$ cat src/rtl/multicycle_ctrl_fsm_pkg.sv
// multicycle_ctrl_fsm_pkg: shared encodings for the multi-cycle RV32I control FSM.
package multicycle_ctrl_fsm_pkg;
   typedef enum logic [3:0] {
      S_FETCH, S_DECODE, S_MEMADR, S_MEMRD, S_MEMWB, S_MEMWR, S_EXECR, S_EXECI,
      S_LUI, S_ALUWB, S_JAL, S_JALR_LINK, S_JALR, S_BRANCH, S_ILLEGAL
   } state_t;
   typedef enum logic [2:0] {IMM_I = 3'b000, IMM_S = 3'b001, IMM_B = 3'b010, IMM_J = 3'b011, IMM_U = 3'b100} imm_src_t;
   typedef enum logic [1:0] {A_PC = 2'b00, A_OLDPC = 2'b01, A_RS1 = 2'b10, A_ZERO = 2'b11} alu_src_a_t;
   typedef enum logic [1:0] {B_RS2 = 2'b00, B_IMM = 2'b01, B_FOUR = 2'b10} alu_src_b_t;
   typedef enum logic [1:0] {OP_ADD = 2'b00, OP_SUB = 2'b01, OP_FUNCT = 2'b10} alu_op_t;
   typedef enum logic [1:0] {RES_ALUOUT = 2'b00, RES_RDATA = 2'b01, RES_ALU = 2'b10} result_src_t;
   localparam logic [6:0] OPC_LOAD   = 7'b0000011;
   localparam logic [6:0] OPC_STORE  = 7'b0100011;
   localparam logic [6:0] OPC_OP     = 7'b0110011;
   localparam logic [6:0] OPC_OP_IMM = 7'b0010011;
   localparam logic [6:0] OPC_BRANCH = 7'b1100011;
   localparam logic [6:0] OPC_JAL    = 7'b1101111;
   localparam logic [6:0] OPC_JALR   = 7'b1100111;
   localparam logic [6:0] OPC_LUI    = 7'b0110111;
   localparam logic [6:0] OPC_AUIPC  = 7'b0010111;
endpackage

$ cat src/rtl/multicycle_ctrl_fsm_imm_dec.sv
// multicycle_ctrl_fsm_imm_dec: opcode to immediate-format select.
module multicycle_ctrl_fsm_imm_dec
   import multicycle_ctrl_fsm_pkg::*;
(
   input  logic [6:0] opcode_i,
   output logic [2:0] imm_src_o
);
   imm_src_t imm;
   always_comb begin
      imm = (opcode_i == OPC_STORE) ? IMM_S :
            (opcode_i == OPC_BRANCH) ? IMM_B :
            (opcode_i == OPC_JAL) ? IMM_J :
            (opcode_i == OPC_LUI || opcode_i == OPC_AUIPC) ? IMM_U : IMM_I;
   end
   assign imm_src_o = imm;
endmodule

$ cat src/rtl/multicycle_ctrl_fsm.sv
// multicycle_ctrl_fsm: main control FSM of the multi-cycle RV32I core.
// Define MULTICYCLE_MEM_WAIT_EN to stall FETCH/MEMRD/MEMWR on mem_ready_i.
module multicycle_ctrl_fsm
   import multicycle_ctrl_fsm_pkg::*;
(
   input  logic       clk_i,
   input  logic       rst_i,
   input  logic [6:0] opcode_i,
   input  logic [2:0] funct3_i,
   input  logic       zero_i,
   input  logic       mem_ready_i,
   output logic [2:0] imm_src_o,
   output logic       adr_src_o,
   output logic       ir_write_o,
   output logic       pc_write_o,
   output logic       mem_write_o,
   output logic       reg_write_o,
   output logic [1:0] alu_src_a_o,
   output logic [1:0] alu_src_b_o,
   output logic [1:0] alu_op_o,
   output logic [1:0] result_src_o,
   output logic       retire_o,
   output logic       illegal_o
);
   state_t      state_q, state_d;
   alu_src_a_t  a;
   alu_src_b_t  b;
   alu_op_t     op;
   result_src_t res;
   logic rdy, adr, irw, pcw, mw, rw, ret, ill, take;
`ifdef MULTICYCLE_MEM_WAIT_EN
   assign rdy = mem_ready_i;
`else
   logic unused_mem_ready;
   assign unused_mem_ready = mem_ready_i;
   assign rdy = 1'b1;
`endif
   assign take = (funct3_i == 3'b000 && zero_i) || (funct3_i == 3'b001 && !zero_i);
   multicycle_ctrl_fsm_imm_dec u_imm_dec (.opcode_i(opcode_i), .imm_src_o(imm_src_o));
   always_comb begin
      state_d = state_q;
      adr = 1'b0;
      irw = 1'b0;
      pcw = 1'b0;
      mw  = 1'b0;
      rw  = 1'b0;
      ret = 1'b0;
      ill = 1'b0;
      a   = A_PC;
      b   = B_RS2;
      op  = OP_ADD;
      res = RES_ALUOUT;
      case (state_q)
         S_FETCH: begin
            irw = rdy;
            pcw = rdy;
            b = B_FOUR;
            res = RES_ALU;
            state_d = rdy ? S_DECODE : S_FETCH;
         end
         S_DECODE: begin
            a = A_OLDPC;
            b = B_IMM;
            state_d = (opcode_i == OPC_LOAD || opcode_i == OPC_STORE) ? S_MEMADR :
                      (opcode_i == OPC_OP) ? S_EXECR :
                      (opcode_i == OPC_OP_IMM) ? S_EXECI :
                      (opcode_i == OPC_JAL) ? S_JAL :
                      (opcode_i == OPC_BRANCH && funct3_i[2:1] == 2'b00) ? S_BRANCH :
                      (opcode_i == OPC_JALR) ? S_JALR_LINK :
                      (opcode_i == OPC_LUI) ? S_LUI :
                      (opcode_i == OPC_AUIPC) ? S_ALUWB : S_ILLEGAL;
         end
         S_MEMADR: begin
            a = A_RS1;
            b = B_IMM;
            state_d = (opcode_i == OPC_LOAD) ? S_MEMRD : S_MEMWR;
         end
         S_MEMRD: begin
            adr = 1'b1;
            state_d = rdy ? S_MEMWB : S_MEMRD;
         end
         S_MEMWB: begin
            res = RES_RDATA;
            rw = 1'b1;
            ret = 1'b1;
            state_d = S_FETCH;
         end
         S_MEMWR: begin
            adr = 1'b1;
            mw = rdy;
            ret = rdy;
            state_d = rdy ? S_FETCH : S_MEMWR;
         end
         S_EXECR: begin
            a = A_RS1;
            op = OP_FUNCT;
            state_d = S_ALUWB;
         end
         S_EXECI: begin
            a = A_RS1;
            b = B_IMM;
            op = OP_FUNCT;
            state_d = S_ALUWB;
         end
         S_LUI: begin
            a = A_ZERO;
            b = B_IMM;
            state_d = S_ALUWB;
         end
         S_ALUWB: begin
            rw = 1'b1;
            ret = 1'b1;
            state_d = S_FETCH;
         end
         S_JAL: begin
            a = A_OLDPC;
            b = B_FOUR;
            pcw = 1'b1;
            state_d = S_ALUWB;
         end
         S_JALR_LINK: begin
            a = A_OLDPC;
            b = B_FOUR;
            res = RES_ALU;
            rw = 1'b1;
            state_d = S_JALR;
         end
         S_JALR: begin
            a = A_RS1;
            b = B_IMM;
            res = RES_ALU;
            pcw = 1'b1;
            ret = 1'b1;
            state_d = S_FETCH;
         end
         S_BRANCH: begin
            a = A_RS1;
            op = OP_SUB;
            pcw = take;
            ret = 1'b1;
            state_d = S_FETCH;
         end
         S_ILLEGAL: ill = 1'b1;
         default: state_d = S_FETCH;
      endcase
   end
   always_ff @(posedge clk_i) state_q <= rst_i ? S_FETCH : state_d;
   // Strobes are suppressed while reset is held so an abandoned instruction has no side effects.
   assign ir_write_o   = irw & ~rst_i;
   assign pc_write_o   = pcw & ~rst_i;
   assign mem_write_o  = mw & ~rst_i;
   assign reg_write_o  = rw & ~rst_i;
   assign retire_o     = ret & ~rst_i;
   assign adr_src_o    = adr;
   assign alu_src_a_o  = a;
   assign alu_src_b_o  = b;
   assign alu_op_o     = op;
   assign result_src_o = res;
   assign illegal_o    = ill;
endmodule

$ cat config.mk
export PLATFORM = sky130hd
export DESIGN_NAME = multicycle_ctrl_fsm
export DESIGN_NICKNAME = d
export VERILOG_FILES = /design/src/rtl/multicycle_ctrl_fsm_pkg.sv /design/src/rtl/multicycle_ctrl_fsm_imm_dec.sv /design/src/rtl/multicycle_ctrl_fsm.sv
export SDC_FILE = /design/constraint.sdc
export NUM_CORES = 1
export LEC_CHECK = 0
export ABC_AREA = 1
export ABC_CLOCK_PERIOD_IN_PS = 1200
export CORE_MARGIN = 2
export CORE_UTILIZATION = 38
export CTS_CLUSTER_DIAMETER = 80
export DETAILED_ROUTE_END_ITERATION = 16
export PLACE_DENSITY = 0.79
export SKIP_LAST_GASP = 1
export SLEW_MARGIN = 20
export SYNTH_ARGS = -nofsm -noshare
export SYNTH_HDL_FRONTEND = slang
export SYNTH_SLANG_ARGS = --single-unit
$ cat constraint.sdc
create_clock -name clk_i -period 1.2 [get_ports clk_i]
set_clock_uncertainty 0.05 [all_clocks]
set_input_delay 0.12 -clock clk_i [delete_from_list [all_inputs] [get_ports clk_i]]
set_output_delay 0.12 -clock clk_i [all_outputs]
set_load 0.05 [all_outputs]
==> results of run 1 <==
## metrics by stage
step                      setup TNS [ns]  hold slack (ns)  instance area (µm²)
after floorplan                    -1.50            0.280                  696
after global placement             -2.36            0.542                 1430
after detailed placement           -3.93            0.566                 1430
## cells by family after synthesis
logic type             synth area share, %
AND/OR/NAND/NOR                       54.5
buffers and inverters                 15.2
AO/OA/AOI/OAI                         13.9
flip-flops                            13.5
XOR/XNOR                              2.95
==> results.cfg, run 1 <==
[yosys]
synth_top_area_cell = nand2_1
synth.distinct_cells = 25
synth_seq_cells = 4
synth-seq-area-share_pct = 13.5
syn_nets = 129
yosys-top-cells-area = nand2_1 (18%), nor2_1 (14%), dfxtp_1 (13%)
syn_avg_cell_area_um2 = 5.17
synth.most_common_cell = nand2_1
synth_edf_count = 0
synth_area_um2 = 594
async_flop_share_pct = 0
ys.warnings.count = 0
synth_common_cells = nand2_1 (28), nor2_1 (22), inv_1 (15), nand3_1 (11), inv_2 (6)
syn_inst = 115
yosysTopAreaCellShare_pct = 17.7
ys.flop_type = dfxtp_1

[clock_tree]
cts_max_level = 1
cts_buffers = 3
post_cts_buffers = 8
cts_hold_buffers = 0
clockRootBuffer = clkbuf_4
cts_resized = 54
max-clock-path-buffers = 2
numClockSinks = 4

[place]
placed_cells = 194
post-place-ws_ns = -0.412
gp_congestion = 0.835
io_buffers = 30
dpl.hpwl_mm = 2.53

[die]
start_util_pct = 39.9
die_y_um = 43.5
fp.dieW_um = 43.5
io_pins = 32
num_rows = 14

[status]
haltStage = clock tree synthesis
status = did not finish
error = [ERROR DPL-0038] Utilization greater than 100%, impossible to legalize
==> run 2, diff against run 1 <==
Settings changed: CORE_AREA set to 2 2 63 65, CORE_MARGIN 2 to not set, CORE_UTILIZATION 38 to not set, CTS_CLUSTER_DIAMETER 80 to not set, DIE_AREA set to 0 0 65 67, PLACE_DENSITY 0.79 to not set, PLACE_DENSITY_LB_ADDON set to 0.15.
==> results.cfg, run 2 <==
[critical_path]
critical_path_class = reg -> out
end_kind = output port
cp-start-kind = register
cp.arrival_ns = 1.31
path_buf_inv = 3
crit_family = buffers and inverters
timing.rr.end = state_q[2]$_SDFFE_PP0N_
crit_fanout = 3
max_stage_delay_ns = 0.33
slowest_stage = dfxtp_2
regToRegSetupSlack_ns = -0.12
worst_ep_required_time_ns = 1.03
r2r_cells = 10
path_cells = inv_4, buf_6, nand2_4, nor2_4, nand3_2, a31oi_4, buf_12
crit-reg2reg-launch = state_q[1]$_SDFFE_PP0N_

[worst_hold_path]
min_from = opcode_i[2]
whs_endpoint = state_q[0]$_SDFFE_PP0N_
holdCritPathClass = in -> reg
hold_depth = 8

[power_and_ir_drop]
seqPwrFrac_pct = 7.2
leakagePower_nw = 0.844
power.density_nw_per_um2 = 2120
p_clk_share_pct = 7.4
power.internal_w = 0.00202
peakVddDrop_mv = 0.472
sw_frac_of_total_pct = 47.7
combinationalPowerShare_pct = 85.4
netSwitchingPower_w = 0.00184
finalPower_w = 0.00386

[yosys]
async_flop_share_pct = 0
synth_top_family_by_area = simple AND/OR/NAND/NOR gates
synth-seq-area-share_pct = 13.5
ys.flop_type = dfxtp_1
synth_seq_cells = 4
synthAdderAreaFrac_pct = 0
synth_top_area_cell = nand2_1
synth.distinct_cells = 25
synth_area_um2 = 594
synth_compound_area_share_pct = 13.9
synthSimpleGateAreaFrac_pct = 54.5
synth.most_common_cell = nand2_1
synth_xor_area_share_pct = 2.95
yosysTopAreaCellShare_pct = 17.7
ys.warnings.count = 0
yosys-top-cells-area = nand2_1 (18%), nor2_1 (14%), dfxtp_1 (13%)
syn_inst = 115
synth_edf_count = 0
synth_mux_area_share_pct = 0
syn_avg_cell_area_um2 = 5.17
synth_common_cells = nand2_1 (28), nor2_1 (22), inv_1 (15), nand3_1 (11), inv_2 (6)
syn_nets = 129

[global_routing]
grt_overflow = 0
grt_max_degree = 6
grt_pass1_wl_mm = 4.11
antenna_found_initial = 0
grt_pass1_vias = 995
track_usage_pct = 12.3

[drt]
drcViolationCount = 0
totalWireLength_mm = 2.52
via_per_inst = 4.25
dr.pass1.iters = 4
vias = 1021
postRouteAntennaNets = 0
wl_per_cell_um = 10.5
dr.first_iter.drc_count = 20

[sta]
max_freq_ghz = 0.677
rsz0062_at_grt = true
setup-violations-final = 19
hold_viol_final = 0
tightest_slew_ns = 0.243
period_needed_ns = 1.48
maxSlewViolCount = 0
tns_ns = -3.42
setup_ws_ns = -0.276
slew_headroom_pct = 83.7
finalCritPeriodShare_pct = 123

[cells_and_area]
diodes = 0
nets = 208
fillers = 351
largest_register = state_q
mostFrequentLayoutCells = buf_4 (30), nand2_1 (18), buf_12 (18)
drive_above_1_share_pct = 69.3
largest_register_ffs = 4
top_regs = state_q (4)
layout_commonest_cell = buf_4
area_delta_synth_final_pct = 205

[status]
status = finished with violations
violations = negative setup slack

[clock_tree]
tritoncts = yes
cts_max_level = 1
numClockSinks = 4
max-clock-path-buffers = 2
clockRootBuffer = clkbuf_8
clk_latency_ns = 0.22
clkTransAtPathRegs_ns = 0.03
cts_hold_buffers = 0
cts_buffers = 3

[place]
dpl.hpwl_mm = 1.86
gp_congestion = 0.827
io_buffers = 30

[die]
num_rows = 22
dieArea_um2 = 4360
fp.dieW_um = 65
die_y_um = 67
io_pins = 32
core_um2 = 3610
start_util_pct = 16.5

[flow_run]
maxCapViolCount = 0
## run 2: worst max-delay path by stage
stage / startpoint / to / cells after the start
final: state_q[1]$_SDFFE_PP0N_ / pc_write_o / 7
after global placement: opcode_i[3] / state_q[2]$_SDFFE_PP0N_ / 7
after detailed placement: opcode_i[2] / imm_src_o[0] / 7
after CTS: state_q[2]$_SDFFE_PP0N_ / pc_write_o / 5
after global routing: state_q[1]$_SDFFE_PP0N_ / pc_write_o / 7
after floorplan: state_q[2]$_SDFFE_PP0N_ / pc_write_o / 5
## run 2: cell families after synthesis
| family | Yosys count |
|---|---|
| xor+xnor | 2 |
| flops | 4 |
| buf+inv | 23 |
| compound gates | 14 |
| simple gates | 72 |
## run 2: stage by stage
stage          area (µm²)  hold slack (ns)  utilization, %  setup WS, ns  instances
3_5_place_dp         1450            0.657            40.1        -0.325        221
2_1_floorplan         696            0.280               -        -0.317        115
5_1_grt              1820            0.485            50.3        -0.320        240
6_report             1820            0.436            50.3        -0.276        240
3_3_place_gp         1450            0.652            40.1        -0.287        221
4_1_cts              1720            0.359            47.8        -0.279        236
## run 2: power by group through the flow
stage	Combinational (W)	Clock, W	Sequential (W)
after CTS	0.00312	0.000292	0.000278
after floorplan	0.00139	0	0.000253
after global routing	0.00347	0.000307	0.000291
final	0.00329	0.000284	0.000279
after detailed placement	0.00271	0	0.000257
after global placement	0.00270	0	0.000255
## run 2: cell type report
cell class                      count  area (µm²)  share of cell area [%]
Multi-Input combinational cell     88         666                    36.7
Inverter                           21        86.3                    4.76
Clock buffer                        3        41.3                    2.27
Tap cell                           48        60.1                    3.31
Timing Repair Buffer               76         870                    47.9
Sequential cell                     4        92.6                    5.10
## run 2: what timing repair did
item | CTS | global route
gates resized for setup | 55 | 25
buffers inserted | 13 | 4
cloned | 0 | 0
endpoints found under the hold margin | 0 | 0
endpoints found under the setup margin | 22 | 22
pin swaps | 18 | 14
## run 2: worst reg2reg max path: stages (launching register included)
cell and delay (ns):
dfxtp_2 0.33, inv_4 0.08, buf_6 0.10, nand2_4 0.06
buf_6 0.12, nor2_4 0.09, buf_6 0.12, o21ai_4 0.06
o21ai_2 0.13, nand2_1 0.07, nand2_1 0.05
## run 2: per-layer routing
layer / vias up / global-route usage (%) / part of all wire, %
met2: 30 / 24.7 / 57
met1: 464 / 11.8 / 35
li1: 519 / - / -
met4: 0 / 6.38 / 3.6
met5: - / 0 / 0
met3: 8 / 1.86 / 4.6
Power figures use the tool's default switching activity.
==> variant (config.mk and constraints of run 2) <==
Add a define of `MULTICYCLE_MEM_WAIT_EN`.
--- a/src/rtl/multicycle_ctrl_fsm.sv
+++ b/src/rtl/multicycle_ctrl_fsm.sv
@@ -1,5 +1,7 @@
 // multicycle_ctrl_fsm: main control FSM of the multi-cycle RV32I core.
 // Define MULTICYCLE_MEM_WAIT_EN to stall FETCH/MEMRD/MEMWR on mem_ready_i.
+`define MULTICYCLE_MEM_WAIT_EN
+
 module multicycle_ctrl_fsm
    import multicycle_ctrl_fsm_pkg::*;
 (
Function: changed (Yosys sat finds a counterexample within 4 cycles, from zero or initial values and one cycle with rst_i high).
==> variant against run 2 <==
The run still ends with negative setup slack left. Die area stayed put. Count of clock-buffer cells in the layout stayed put. Cell area is 4.7% higher. Sequential share of layout area is 0.097 points lower. Hold slack worse by 4.8 ps. Area after synthesis is 5.3% higher. Power is 9.3% higher. Routed wire length is 15% higher. Sequential cell count stayed put. First-iteration DRC count is 65% higher. Critical path depth is 1 lower. Worst setup slack worse by 92 ps. Critical endpoint unchanged. Largest cell class unchanged. Highest routed layer unchanged.
==> variant: results (changes against run 2) <==
- Endpoint of the most critical register-to-register path: state_q[0]$_SDFFE_PP0N_ (was state_q[2]$_SDFFE_PP0N_)
- The maximum resistive drop on vdd came to 0.774 mV (was 0.472 mV).
- The met3 routed wirelength is 125 µm (was 116 µm).
- The startpoint of the most critical setup path was state_q[2]$_SDFFE_PP0N_ (was state_q[1]$_SDFFE_PP0N_).
- The number of failing setup endpoints in the final timing report was 19 (unchanged).
- The synthesized-area fraction occupied by ao, oa, aoi and oai cells came to 0.180 (was 0.139).
* Total of buffers placed on input and output ports: 31 (was 30)
* Vias per cell: 4.37 (was 4.25)
* RePlAce Congestion: 0.814 (was 0.827)
* Met3 usage in global routing: 0.0253 (was 0.0186)
* Failing checks: negative setup slack (unchanged)
- The proportion of layout cells with a drive suffix above 1 came to 0.633 (was 0.693).
* Detailed-route wire length on metal 1: 1140 µm (was 874 µm)
- GR Util All Layers: 0.143 (was 0.123)
- DRC marker count from the first detailed-route iteration: 33 (was 20)
- Origin of the worst min-delay path: opcode_i[3] (was opcode_i[2])
* DP Cell Count: 241 (was 221)
- Final worst-path setup slack: -368 ps (was -276 ps)
- Sum of met2 wire segment lengths after detailed routing: 1540 µm (was 1430 µm)
- Ranking of synthesized cells by instance count: sky130_fd_sc_hd__nand2_1, sky130_fd_sc_hd__inv_1, sky130_fd_sc_hd__nor2_1 (was sky130_fd_sc_hd__nand2_1, sky130_fd_sc_hd__nor2_1, sky130_fd_sc_hd__inv_1)
- Status: complete, but fails checks (unchanged).
- Wirelength per Cell: 11.3 µm (was 10.5 µm)
- Vias in the first global route: 1,165 (was 995)
- The setup slack of the most critical reg-to-reg path is -220 ps (was -120 ps).
- Data arrival at the endpoint of the critical path: 1400 ps (was 1310 ps)
- The count of cell types in the netlist came to 18 (was 25).
- Place WS: -296 ps (was -325 ps)
==> variant: cell type report <==
class | count | area [µm²] | area share
Timing Repair Buffer | 76 | 860 | 0.452
Sequential cell | 4 | 95.1 | 0.0500
Multi-Input combinational cell | 100 | 739 | 0.389
Clock buffer | 3 | 41.3 | 0.0217
Inverter | 24 | 105 | 0.0553
Tap cell | 48 | 60.1 | 0.0316
==> variant: where the power goes <==
part,total (mW),internal (mW),switching (mW)
Sequential,0.306,0.211,0.0948
Clock,0.277,0.213,0.0637
Combinational,3.63,1.71,1.92
Total,4.21,2.13,2.08
==> variant: worst min path at each step <==
stage,end,slack [ps],depth (start not counted)
3_5_place_dp,state_q[2]$_SDFFE_PP0N_,660,5
2_1_floorplan,state_q[0]$_SDFFE_PP0N_,130,1
5_1_grt,state_q[0]$_SDFFE_PP0N_,500,7
3_3_place_gp,state_q[2]$_SDFFE_PP0N_,640,5
4_1_cts,state_q[0]$_SDFFE_PP0N_,530,6
6_report,state_q[0]$_SDFFE_PP0N_,430,7
==> variant: worst max-delay path, cell delays in order (launching register included) <==
cell and delay (ps):
sky130_fd_sc_hd__dfxtp_4 380, sky130_fd_sc_hd__nand2_2 120, sky130_fd_sc_hd__nor2_4 170, sky130_fd_sc_hd__a31oi_1 70, sky130_fd_sc_hd__buf_4 150, sky130_fd_sc_hd__a31oi_4 140
sky130_fd_sc_hd__buf_12 160
==> variant: cells by family after synthesis <==
family	count (synthesis)
flops	4
xor+xnor	1
simple gates	79
compound gates	20
buf+inv	24
==> variant: what timing repair did <==
action / CTS / global route
pin swaps: 14 / 12
resized for setup: 46 / 22
endpoints found under the setup margin: 22 / 22
setup buffers: 9 / 6
